==> src/rtl/spi_bus_bridge_pkg.sv <==
// Shared definitions for the SPI-to-register-bus bridge and the SPI slave that feeds it.
package spi_bus_bridge_pkg;

    localparam int          SPI_ASZ          = 7;
    localparam int          SPI_DSZ          = 32;
    localparam logic [31:0] DEFAULT_ERR_DATA = 32'hDEADBEEF;

    typedef enum logic [1:0] {
        ST_IDLE = 2'd0,
        ST_RD   = 2'd1,
        ST_WR   = 2'd2
    } state_t;

endpackage

==> src/rtl/spi_bus_bridge_if.sv <==
// Register-bus side of the bridge: held rd/wr request plus ack, byte addressed.
interface spi_bus_bridge_if
    import spi_bus_bridge_pkg::*;
#(
    parameter int ASZ = SPI_ASZ,
    parameter int DSZ = SPI_DSZ
);
    logic [ASZ+1:0] bus_addr;
    logic [DSZ-1:0] bus_wdata;
    logic           bus_rd;
    logic           bus_wr;
    logic [DSZ-1:0] bus_rdata;
    logic           bus_ack;

    modport master (
        output bus_addr, bus_wdata, bus_rd, bus_wr,
        input  bus_rdata, bus_ack
    );

    modport slave (
        input  bus_addr, bus_wdata, bus_rd, bus_wr,
        output bus_rdata, bus_ack
    );
endinterface

==> src/rtl/spi_bus_bridge.sv <==
// Turns one-cycle SPI slave rd/wr strobes into held-request register bus transactions,
// with a timeout so a dead target cannot hang the bridge. All outputs are registered.
module spi_bus_bridge
    import spi_bus_bridge_pkg::*;
#(
    parameter int             ASZ      = SPI_ASZ,
    parameter int             DSZ      = SPI_DSZ,
    parameter int             TIMEOUT  = 8,
    parameter logic [DSZ-1:0] ERR_DATA = DSZ'(DEFAULT_ERR_DATA)
) (
    input  logic            clk,
    input  logic            reset_n,
    input  logic [ASZ-1:0]  spi_addr,
    input  logic [DSZ-1:0]  spi_wdata,
    output logic [DSZ-1:0]  spi_rdata,
    input  logic            spi_rd_en,
    input  logic            spi_wr_en,
    spi_bus_bridge_if.master bus,
    output logic            busy,
    output logic            err_timeout,
    output logic            err_overrun
);

    localparam int CW = $clog2(TIMEOUT + 1);

    state_t         state, state_nxt;
    logic [CW-1:0]  cnt, cnt_nxt;
    logic [ASZ+1:0] addr_q, addr_nxt;
    logic [DSZ-1:0] wdata_q, wdata_nxt, rdata_nxt;
    logic           rd_q, rd_nxt, wr_q, wr_nxt;
    logic           busy_nxt, tmo_nxt, ovr_nxt;
    logic           timed_out;

    assign timed_out     = (cnt == CW'(TIMEOUT - 1));
    assign bus.bus_addr  = addr_q;
    assign bus.bus_wdata = wdata_q;
    assign bus.bus_rd    = rd_q;
    assign bus.bus_wr    = wr_q;

    // NOTE: sequential state uses non-blocking assignments so every register samples pre-edge values.
    always_ff @(posedge clk or negedge reset_n) begin
        if (!reset_n) begin
            state       <= ST_IDLE;
            cnt         <= '0;
            addr_q      <= '0;
            wdata_q     <= '0;
            rd_q        <= 1'b0;
            wr_q        <= 1'b0;
            spi_rdata   <= '0;
            busy        <= 1'b0;
            err_timeout <= 1'b0;
            err_overrun <= 1'b0;
        end else begin
            state       <= state_nxt;
            cnt         <= cnt_nxt;
            addr_q      <= addr_nxt;
            wdata_q     <= wdata_nxt;
            rd_q        <= rd_nxt;
            wr_q        <= wr_nxt;
            spi_rdata   <= rdata_nxt;
            busy        <= busy_nxt;
            err_timeout <= tmo_nxt;
            err_overrun <= ovr_nxt;
        end
    end

    always_comb begin
        state_nxt = state;
        unique case (state)
            ST_IDLE: begin
                if (spi_wr_en)      state_nxt = ST_WR;
                else if (spi_rd_en) state_nxt = ST_RD;
            end
            ST_RD, ST_WR: begin
                if (bus.bus_ack || timed_out) state_nxt = ST_IDLE;
            end
            default: state_nxt = ST_IDLE;
        endcase
    end

    // NOTE: every signal gets a default before the case so no path leaves one unassigned (no latches).
    always_comb begin
        cnt_nxt   = cnt;
        addr_nxt  = addr_q;
        wdata_nxt = wdata_q;
        rdata_nxt = spi_rdata;
        rd_nxt    = 1'b0;
        wr_nxt    = 1'b0;
        busy_nxt  = 1'b0;
        tmo_nxt   = 1'b0;
        ovr_nxt   = 1'b0;
        unique case (state)
            ST_IDLE: begin
                cnt_nxt = '0;
                if (spi_wr_en) begin
                    addr_nxt  = {spi_addr, 2'b00};
                    wdata_nxt = spi_wdata;
                    wr_nxt    = 1'b1;
                    busy_nxt  = 1'b1;
                    ovr_nxt   = spi_rd_en;   // simultaneous read loses to the write
                end else if (spi_rd_en) begin
                    addr_nxt = {spi_addr, 2'b00};
                    rd_nxt   = 1'b1;
                    busy_nxt = 1'b1;
                end
            end
            ST_RD, ST_WR: begin
                ovr_nxt = spi_rd_en | spi_wr_en;
                if (bus.bus_ack) begin
                    // An ack on the final wait cycle still wins over the timeout.
                    if (state == ST_RD) rdata_nxt = bus.bus_rdata;
                end else if (timed_out) begin
                    tmo_nxt = 1'b1;
                    if (state == ST_RD) rdata_nxt = ERR_DATA;
                end else begin
                    rd_nxt   = (state == ST_RD);
                    wr_nxt   = (state == ST_WR);
                    busy_nxt = 1'b1;
                    cnt_nxt  = cnt + CW'(1);
                end
            end
            default: ;
        endcase
    end

endmodule
==> src/flat_wrapper.sv <==
// flat-port wrapper written by rule: the top's interface ports become plain ports
module spi_bus_bridge_flat import spi_bus_bridge_pkg::*;
#(
    parameter int             ASZ      = SPI_ASZ,
    parameter int             DSZ      = SPI_DSZ,
    parameter int             TIMEOUT  = 8,
    parameter logic [DSZ-1:0] ERR_DATA = DSZ'(DEFAULT_ERR_DATA)
)
  (clk, reset_n, spi_addr, spi_wdata, spi_rdata, spi_rd_en, spi_wr_en, busy, err_timeout, err_overrun, bus_bus_addr, bus_bus_wdata, bus_bus_rd, bus_bus_wr, bus_bus_rdata, bus_bus_ack);
  spi_bus_bridge_if #(.ASZ(ASZ), .DSZ(DSZ)) bus_i ();
  input  logic clk;
  input  logic reset_n;
  input  logic [ASZ-1:0] spi_addr;
  input  logic [DSZ-1:0] spi_wdata;
  output logic [DSZ-1:0] spi_rdata;
  input  logic spi_rd_en;
  input  logic spi_wr_en;
  output logic busy;
  output logic err_timeout;
  output logic err_overrun;
  output wire logic [$bits(bus_i.bus_addr)-1:0] bus_bus_addr;
  output wire logic [$bits(bus_i.bus_wdata)-1:0] bus_bus_wdata;
  output wire logic [$bits(bus_i.bus_rd)-1:0] bus_bus_rd;
  output wire logic [$bits(bus_i.bus_wr)-1:0] bus_bus_wr;
  input wire logic [$bits(bus_i.bus_rdata)-1:0] bus_bus_rdata;
  input wire logic [$bits(bus_i.bus_ack)-1:0] bus_bus_ack;
  assign bus_bus_addr = bus_i.bus_addr;
  assign bus_bus_wdata = bus_i.bus_wdata;
  assign bus_bus_rd = bus_i.bus_rd;
  assign bus_bus_wr = bus_i.bus_wr;
  assign bus_i.bus_rdata = bus_bus_rdata;
  assign bus_i.bus_ack = bus_bus_ack;
  spi_bus_bridge #(.ASZ(ASZ), .DSZ(DSZ), .TIMEOUT(TIMEOUT), .ERR_DATA(ERR_DATA)) u_core (.clk(clk), .reset_n(reset_n), .spi_addr(spi_addr), .spi_wdata(spi_wdata), .spi_rdata(spi_rdata), .spi_rd_en(spi_rd_en), .spi_wr_en(spi_wr_en), .bus(bus_i), .busy(busy), .err_timeout(err_timeout), .err_overrun(err_overrun));
endmodule
==> config.mk <==
export PLATFORM = sky130hd
export DESIGN_NAME = spi_bus_bridge_flat
export DESIGN_NICKNAME = d
export VERILOG_FILES = /design/src/rtl/spi_bus_bridge_pkg.sv /design/src/rtl/spi_bus_bridge_if.sv /design/src/rtl/spi_bus_bridge.sv /design/src/flat_wrapper.sv
export SDC_FILE = /design/constraint.sdc
export NUM_CORES = 1
export LEC_CHECK = 0
export BUFFER_PORTS_ARGS = -buffer_cell sky130_fd_sc_hd__buf_4
export CAP_MARGIN = 40
export CORE_MARGIN = 5
export CORE_UTILIZATION = 50
export DETAILED_ROUTE_END_ITERATION = 7
export PLACE_DENSITY = 0.88
export SETUP_SLACK_MARGIN = 0.02
export SYNTH_ARGS = -nofsm -noshare
export SYNTH_HDL_FRONTEND = slang
export SYNTH_SLANG_ARGS = --single-unit
export TNS_END_PERCENT = 50
==> constraint.sdc <==
create_clock -name clk -period 2.8 [get_ports clk]
set_input_delay 0.7 -clock clk [delete_from_list [all_inputs] [get_ports clk]]
set_output_delay 0.7 -clock clk [all_outputs]
set_load 0.05 [all_outputs]
==> run summary, run 1 <==
## Run status
* status: complete, no violations

## Layout
* fin util: 73.5%
* fraction of final layout cells with drive strength greater than 1: 63.8%
* number of nets in the layout: 449
* number of antenna repair diodes: 0
* area growth from synthesis to layout: 43.0%

## Drt
* detail-routed net length per standard cell: 17.7 um
* vias per inst: 5.28
* number of detailed-route iterations in the first pass: 4
* number of DRC violations after detailed routing: 0
* number of nets still failing antenna checks after routing: 0
* number of DRC violations after detailed-routing iteration 0: 61
* vias: 2,374
* Total Wirelength: 7950 um

## Synth
* Synth area leaders: sky130_fd_sc_hd__dfrtp_1, sky130_fd_sc_hd__mux2_2, sky130_fd_sc_hd__o22a_2
* Avg Cell Area, Syn: 15.3 um2
* most used standard cells in the synthesized netlist: sky130_fd_sc_hd__dfrtp_1, sky130_fd_sc_hd__mux2_2, sky130_fd_sc_hd__o22a_2
* Yosys reg bits: 82
* sequential cell area fraction in the yosys report: 62.9%
* most frequent cell after synthesis: sky130_fd_sc_hd__dfrtp_1
* Yosys cell types: 38
* predominant post-synthesis flop cell: sky130_fd_sc_hd__dfrtp_1
* yosys synthesis warning count: 0
* count of flip-flops with a built-in enable after synthesis: 0
* cell area after synthesis: 3260 um2
* top-area cell type share of the netlist area: 62.9%
* Synth async-reset ratio: 100%
* cell count after synthesis: 213
* cell accounting for the most synthesized area: sky130_fd_sc_hd__dfrtp_1

## Setup path
* CP peak stage delay: 0.51 ns
* Critical path buffers and inverters: 1
* sequence of cells on the critical path: inv_1, ha_1, nand2_2, a21oi_4, o22a_2
* cell class contributing the biggest share of worst-path delay: compound AO/OA/AOI/OAI gates
* slowest stage cell on the critical path: sky130_fd_sc_hd__a21oi_4
* sort of element at the start of the critical path: flip-flop
* critical path class: flip-flop to flip-flop
* critical path arrival: 2.15 ns
* endpoint type of the worst setup path: flip-flop
* CP required: 3.08 ns
* largest fanout of any net on the critical path: 24

## Global route
* met2 demand-to-capacity share in global routing: 32.4%
* gr ovfl total: 0
* met3 Use GR: 6.42%
* met1 GRT Util: 22.5%
* first-pass GRT wire length: 12,600 um
* global routing usage summed across all routing layers: 19.1%
* layer carrying the most global-route usage: met2
* vias in the first global route: 2,514
* pin count of the biggest net entering global routing: 52
* initial antenna violation count: 0

## Timing
* Tmin final: 1.87 ns
* Final TNS setup: 0 ns
* Final setup violation count: 0
* Hold Fails Final Rpt: 0
* Slew HR: 58.7%
* RSZ-0062 raised after global routing: no
* transition time at the pin with the least slew margin: 0.619 ns
* number of max-slew violations in the final report: 0
* Peak Freq: 535 MHz
* share of the cycle needed by the critical path after routing: 66.8%
* setup skew after layout: 0.0138 ns

## Clocking
* Post-CTS Repair Setup Buffers: 0
* clk_lat worst skew: 0.35 ns
* clock-pin slew reported for the worst setup and hold paths after clock tree synthesis: 0.09 ns
* number of buffers created by CTS: 9
* root buffer selected by CTS: sky130_fd_sc_hd__clkbuf_8
* number of buffers on the longest clock path: 2
* CTS Sinks: 82
* clock tree from TritonCTS: done
* total of cells resized after clock tree synthesis: 0
* H-tree levels: 3
* number of buffers added to fix hold violations after cts: 0

## Floorplanning
* num rows: 29
* Chip Height: 90.8 um
* die area: 8240 um2
* starting utilization of the core area: 51.4%
* width of the die: 90.8 um
* core area: 6350 um2
* number of I/O pins: 154

## Placed design
* RD Place Congestion: 0.801
* count of buffers from port buffering: 151
* HPWL reported at the end of detailed placement: 5940 um

## Flow run
* max-cap viol count: 0

## Hold path
* worst min path class: input pin to async pin

==> layout make-up <==
class,instances,area (um2)
clock inverters,5,103
clock buffers,11,131
well taps,77,96.3
fillers,430,1690
repair buffers,153,1160
multi-input cells,118,1110
inverters,4,15.0
flip-flops and latches,82,2050
==> placed cells by master, fill, tap and decap left out, types with 2 or more instances in the layout <==
master | synthesis | layout
sky130_fd_sc_hd__mux2_2 | 35 | 35
sky130_fd_sc_hd__clkbuf_1 | 0 | 2
sky130_fd_sc_hd__nand2_1 | 3 | 3
sky130_fd_sc_hd__clkbuf_8 | 0 | 9
sky130_fd_sc_hd__nor2_1 | 2 | 2
sky130_fd_sc_hd__bufinv_16 | 0 | 3
sky130_fd_sc_hd__mux2_4 | 4 | 4
sky130_fd_sc_hd__buf_4 | 2 | 152
sky130_fd_sc_hd__nand2b_1 | 2 | 2
sky130_fd_sc_hd__conb_1 | 1 | 2
sky130_fd_sc_hd__o21ai_0 | 3 | 3
sky130_fd_sc_hd__o22a_1 | 2 | 2
sky130_fd_sc_hd__o22a_2 | 22 | 22
sky130_fd_sc_hd__nand3_1 | 3 | 3
sky130_fd_sc_hd__a21oi_1 | 5 | 5
sky130_fd_sc_hd__ha_1 | 5 | 5
sky130_fd_sc_hd__dfrtp_1 | 82 | 82
sky130_fd_sc_hd__a22o_1 | 9 | 9
sky130_fd_sc_hd__inv_1 | 4 | 4
sky130_fd_sc_hd__o211ai_1 | 2 | 2
==> flip-flops by register name, summed over array words and instances, names as in the netlist <==
name / flops
u_core.state: 2
u_core.bus.bus_wr: 1
u_core.err_timeout: 1
u_core.err_overrun: 1
u_core.busy: 1
u_core.bus.bus_addr: 7
u_core.spi_rdata: 32
u_core.bus.bus_rd: 1
u_core.cnt: 4
u_core.bus.bus_wdata: 32
==> logic make-up after synthesis <==
kind of cell    synth area share, %
compound gates                 13.8
fa+ha+maj                      1.92
buf+inv                        3.30
flops                          62.9
mux                            13.9
other cells                   0.115
simple gates                   4.07
==> worst paths after layout <==
kind | to | slack (ns) | cells after the start | startpoint
hold reg to reg | u_core.spi_rdata[27] | 0.49 | 1 | u_core.spi_rdata[27]
setup reg to reg | u_core.spi_rdata[31] | 0.93 | 5 | u_core.state[1]
min in group clk | u_core.spi_rdata[27] | 0.49 | 1 | u_core.spi_rdata[27]
hold / removal | u_core.bus.bus_wdata[0] | 0.27 | 1 | reset_n
max in group asynchronous | u_core.bus.bus_wdata[17] | 1.92 | 2 | reset_n
setup / recovery | u_core.spi_rdata[31] | 0.93 | 5 | u_core.state[1]
==> stage by stage <==
| step | area [um2] | hold WS [ns] | std cells | setup WS [ns] |
|---|---|---|---|---|
| CTS | 4660 | 0.283 | 450 | 0.903 |
| detailed placement | 4430 | 0.480 | 434 | 0.929 |
| global route | 4660 | 0.302 | 450 | 0.802 |
| finish | 4660 | 0.275 | 450 | 0.930 |
| floorplan | 3270 | 0.404 | 214 | 1.23 |
| global placement | 4430 | 0.475 | 434 | 1.02 |
==> routing by layer <==
metal / routed length, um / vias to the layer above
li1: - / 1086
met1: 3120 / 1170
met2: 4050 / 102
met3: 611 / 16
met4: 165 / 0
met5: 0 / -
Power of run 1 is left out: the tool's default activity adds up to more than one toggle a clock period on the data nets, which glitch-free logic cannot reach.
==> inputs of run 2 (changes only) <==
ABC_AREA = 1   (was unset)
CORE_UTILIZATION = 43   (was 50)
PLACE_DENSITY = 0.8   (was 0.88)
clock period = 1.7 ns   (was 2.8 ns; I/O delays follow)
==> run 2 against run 1 <==
Area after synthesis is 7.5% higher. First-iteration DRC count is 140% higher. Register-to-register slack worse by 0.78 ns. Via count is 32% higher. Final cell count is 48% higher. Highest routed layer unchanged. Synthesized cell count is 91% higher. Clock-buffer cell count is 1 lower. Routed wire length is 13% higher. Non-clock buffer count is 4 higher. Cell area is 6.0% higher.
==> run summary, run 2 <==
## Floorplanning
* number of I/O pins: 154, unchanged
* Chip Height: 100 um, was 90.8 um
* die area: 10,100 um2, was 8240 um2
* width of the die: 100 um, was 90.8 um
* core area: 8090 um2, was 6350 um2
* num rows: 33, was 29
* starting utilization of the core area: 43.3%, was 51.4%

## Layout
* most frequent cells in the layout: sky130_fd_sc_hd__nand2_1, sky130_fd_sc_hd__buf_4, sky130_fd_sc_hd__dfrtp_1, sky130_fd_sc_hd__nand3_1, sky130_fd_sc_hd__or2_2, was sky130_fd_sc_hd__buf_4, sky130_fd_sc_hd__dfrtp_1, sky130_fd_sc_hd__mux2_2, sky130_fd_sc_hd__o22a_2
* fin util: 61.1%, was 73.5%
* design area: 4940 um2, was 4660 um2
* fraction of final layout cells with drive strength greater than 1: 36.0%, was 63.8%
* area growth from synthesis to layout: 40.9%, was 43.0%
* number of antenna repair diodes: 0, unchanged
* number of nets in the layout: 638, was 449
* most common cell after layout, fill and taps aside: sky130_fd_sc_hd__nand2_1, was sky130_fd_sc_hd__buf_4

## Setup path
* endpoint type of the worst setup path: flip-flop, unchanged
* cell class contributing the biggest share of worst-path delay: simple AND/OR/NAND/NOR gates, was compound AO/OA/AOI/OAI gates
* slowest stage cell on the critical path: sky130_fd_sc_hd__dfrtp_1, was sky130_fd_sc_hd__a21oi_4
* critical path class: flip-flop to flip-flop, unchanged
* largest fanout of any net on the critical path: 7, was 24
* sort of element at the start of the critical path: flip-flop, unchanged
* Critical path buffers and inverters: 2, was 1
* cells on worst reg2reg path: 8, was 5
* CP required: 1.92 ns, was 3.08 ns
* sequence of cells on the critical path: inv_1, ha_1, inv_1, nor2_1, nand2_1, nand2_1, nand2_1, nand2_1, was inv_1, ha_1, nand2_2, a21oi_4, o22a_2
* count of cell instances traversed by the critical path: 8, was 5
* CP most frequent cell: sky130_fd_sc_hd__nand2_1
* CP peak stage delay: 0.41 ns, was 0.51 ns
* critical path arrival: 1.78 ns, was 2.15 ns

## Clocking
* Post-CTS Repair Setup Buffers: 0, unchanged
* clock-pin slew reported for the worst setup and hold paths after clock tree synthesis: 0.08 ns, was 0.09 ns
* number of buffers on the longest clock path: 2, unchanged
* number of buffers added to fix hold violations after cts: 0, unchanged
* clk_lat worst skew: 0.33 ns, was 0.35 ns
* clock tree from TritonCTS: done, unchanged
* H-tree levels: 3, unchanged
* CTS Sinks: 82, unchanged
* root buffer selected by CTS: sky130_fd_sc_hd__clkbuf_8, unchanged
* number of buffers created by CTS: 9, unchanged

## Timing
* share of the cycle needed by the critical path after routing: 91.5%, was 66.8%
* Final setup violation count: 0, unchanged
* number of max-slew violations in the final report: 0, unchanged
* Final TNS setup: 0 ns, unchanged
* Peak Freq: 643 MHz, was 535 MHz
* worst hold margin: 0.119 ns, was 0.275 ns
* Tmin final: 1.56 ns, was 1.87 ns
* setup skew after layout: 0.00672 ns, was 0.0138 ns
* RSZ-0062 raised after global routing: yes, was no
* Hold Fails Final Rpt: 0, unchanged

## Placed design
* RD Place Congestion: 0.756, was 0.801
* count of buffers from port buffering: 151, unchanged
* HPWL reported at the end of detailed placement: 6690 um, was 5940 um
* Placed Area: 4750 um2, was 4430 um2

## Power and ir drop
* peak supply drop: 0.00121 V
* leakage component of the power: 2.80 nW
* pwr/cell area: 2210 nW/um2
* total power after layout: 0.0109 W

## Hold path
* worst min path class: input pin to async pin, unchanged

## Synth
* top-area cell type share of the netlist area: 58.5%, was 62.9%
* Yosys cell types: 21, was 38
* cell count after synthesis: 406, was 213
* cell accounting for the most synthesized area: sky130_fd_sc_hd__dfrtp_1, unchanged
* Avg Cell Area, Syn: 8.64 um2, was 15.3 um2
* predominant post-synthesis flop cell: sky130_fd_sc_hd__dfrtp_1, unchanged
* sequential cell area fraction in the yosys report: 58.5%, was 62.9%
* count of flip-flops with a built-in enable after synthesis: 0, unchanged
* Synth area leaders: sky130_fd_sc_hd__dfrtp_1, sky130_fd_sc_hd__nand2_1, sky130_fd_sc_hd__nand3_1, was sky130_fd_sc_hd__dfrtp_1, sky130_fd_sc_hd__mux2_2, sky130_fd_sc_hd__o22a_2
* cell area after synthesis: 3510 um2, was 3260 um2
* Yosys reg bits: 82, unchanged
* yosys synthesis warning count: 0, unchanged
* most used standard cells in the synthesized netlist: sky130_fd_sc_hd__nand2_1, sky130_fd_sc_hd__dfrtp_1, sky130_fd_sc_hd__nand3_1, was sky130_fd_sc_hd__dfrtp_1, sky130_fd_sc_hd__mux2_2, sky130_fd_sc_hd__o22a_2
* most frequent cell after synthesis: sky130_fd_sc_hd__nand2_1, was sky130_fd_sc_hd__dfrtp_1
* Synth async-reset ratio: 100%, unchanged

## Global route
* first-pass GRT wire length: 14,800 um, was 12,600 um
* pin count of the biggest net entering global routing: 83, was 52
* gr ovfl total: 0, unchanged
* global routing usage summed across all routing layers: 18.3%, was 19.1%
* vias in the first global route: 3,144, was 2,514
* initial antenna violation count: 0, unchanged

## Run status
* status: complete, no violations, unchanged

## Drt
* vias per inst: 4.72, was 5.28
* vias: 3,143, was 2,374
* number of DRC violations after detailed routing: 0, unchanged
* number of detailed-route iterations in the first pass: 4, unchanged
* Total Wirelength: 9010 um, was 7950 um
* number of nets still failing antenna checks after routing: 0, unchanged
* number of DRC violations after detailed-routing iteration 0: 146, was 61
* detail-routed net length per standard cell: 13.5 um, was 17.7 um

## Flow run
* max-cap viol count: 0, unchanged

==> run 2: changes by cell type in the layout (fill, tap and decap cells not counted), moves of 3 or more <==
cell	change
sky130_fd_sc_hd__mux2_2	-35
sky130_fd_sc_hd__inv_1	+4
sky130_fd_sc_hd__o22a_2	-22
sky130_fd_sc_hd__o21ai_0	-3
sky130_fd_sc_hd__or2_2	+23
sky130_fd_sc_hd__nand3_1	+37
sky130_fd_sc_hd__nand2_1	+205
sky130_fd_sc_hd__a21oi_1	-3
sky130_fd_sc_hd__a22o_1	-9
sky130_fd_sc_hd__nor2_1	+6
sky130_fd_sc_hd__mux2_4	-4
==> run 2: final cells by class <==
class | instances | area (um2)
fill | 745 | 3150
multi-input combinational | 296 | 1310
sequential | 82 | 2050
inverter | 11 | 41.3
clock inverter | 5 | 55.1
timing repair buffer | 157 | 1220
clock buffer | 10 | 138
tap | 105 | 131
==> run 2: layer usage <==
metal | track usage, % | vias to the layer above | share of wire [%] | routed length (um)
li1 | - | 1542 | - | -
met1 | 25.0 | 1464 | 44 | 3950
met3 | 5.21 | 8 | 9.8 | 884
met5 | 0 | - | 0 | 0
met4 | 6.32 | 0 | 1.0 | 90
met2 | 27.9 | 129 | 45 | 4090
==> run 2: final timing paths <==
check	from	end	slack, ns
min reg2reg	u_core.spi_rdata[21]	u_core.spi_rdata[21]	0.48
max reg2reg	u_core.state[0]	u_core.state[0]	0.14
max in group asynchronous	reset_n	u_core.bus.bus_wdata[17]	1.26
max	u_core.state[0]	u_core.state[0]	0.14
min	reset_n	u_core.spi_rdata[10]	0.12
min in group clk	spi_wdata[5]	u_core.bus.bus_wdata[5]	0.28
==> run 2: power breakdown <==
| part | total [W] | internal (W) | switching (W) |
|---|---|---|---|
| Sequential | 0.00336 | 0.00283 | 0.000534 |
| Combinational | 0.00618 | 0.00177 | 0.00441 |
| Clock | 0.00137 | 0.000706 | 0.000664 |
==> run 2: cells by family after synthesis <==
group | share of synthesized area (%)
simple gates | 34.7
flops | 58.5
buf+inv | 4.35
fa+ha+maj | 1.78
compound gates | 0.285
xor+xnor | 0.250
other cells | 0.107
==> run 2: repair_timing <==
item / 4_1_cts / 5_1_grt
endpoints found under the setup margin: 0 / 13
resized for setup: 0 / 1
hold endpoints to repair: 0 / 0
==> run 2: worst register-to-register path: cells and delay by family (launching register included) <==
family	cells	cell delay, ns
simple gates	5	0.51
flops	1	0.41
fa+ha+maj	1	0.34
buf+inv	2	0.19
==> run 2: stage by stage <==
| step | std cells | setup slack, ns |
|---|---|---|
| final | 666 | 0.145 |
| after global routing | 666 | 0.0101 |
| after detailed placement | 651 | 0.104 |
| after global placement | 651 | 0.169 |
| after floorplan | 407 | 0.347 |
| after CTS | 666 | 0.0995 |
Power figures use the tool's default switching activity.
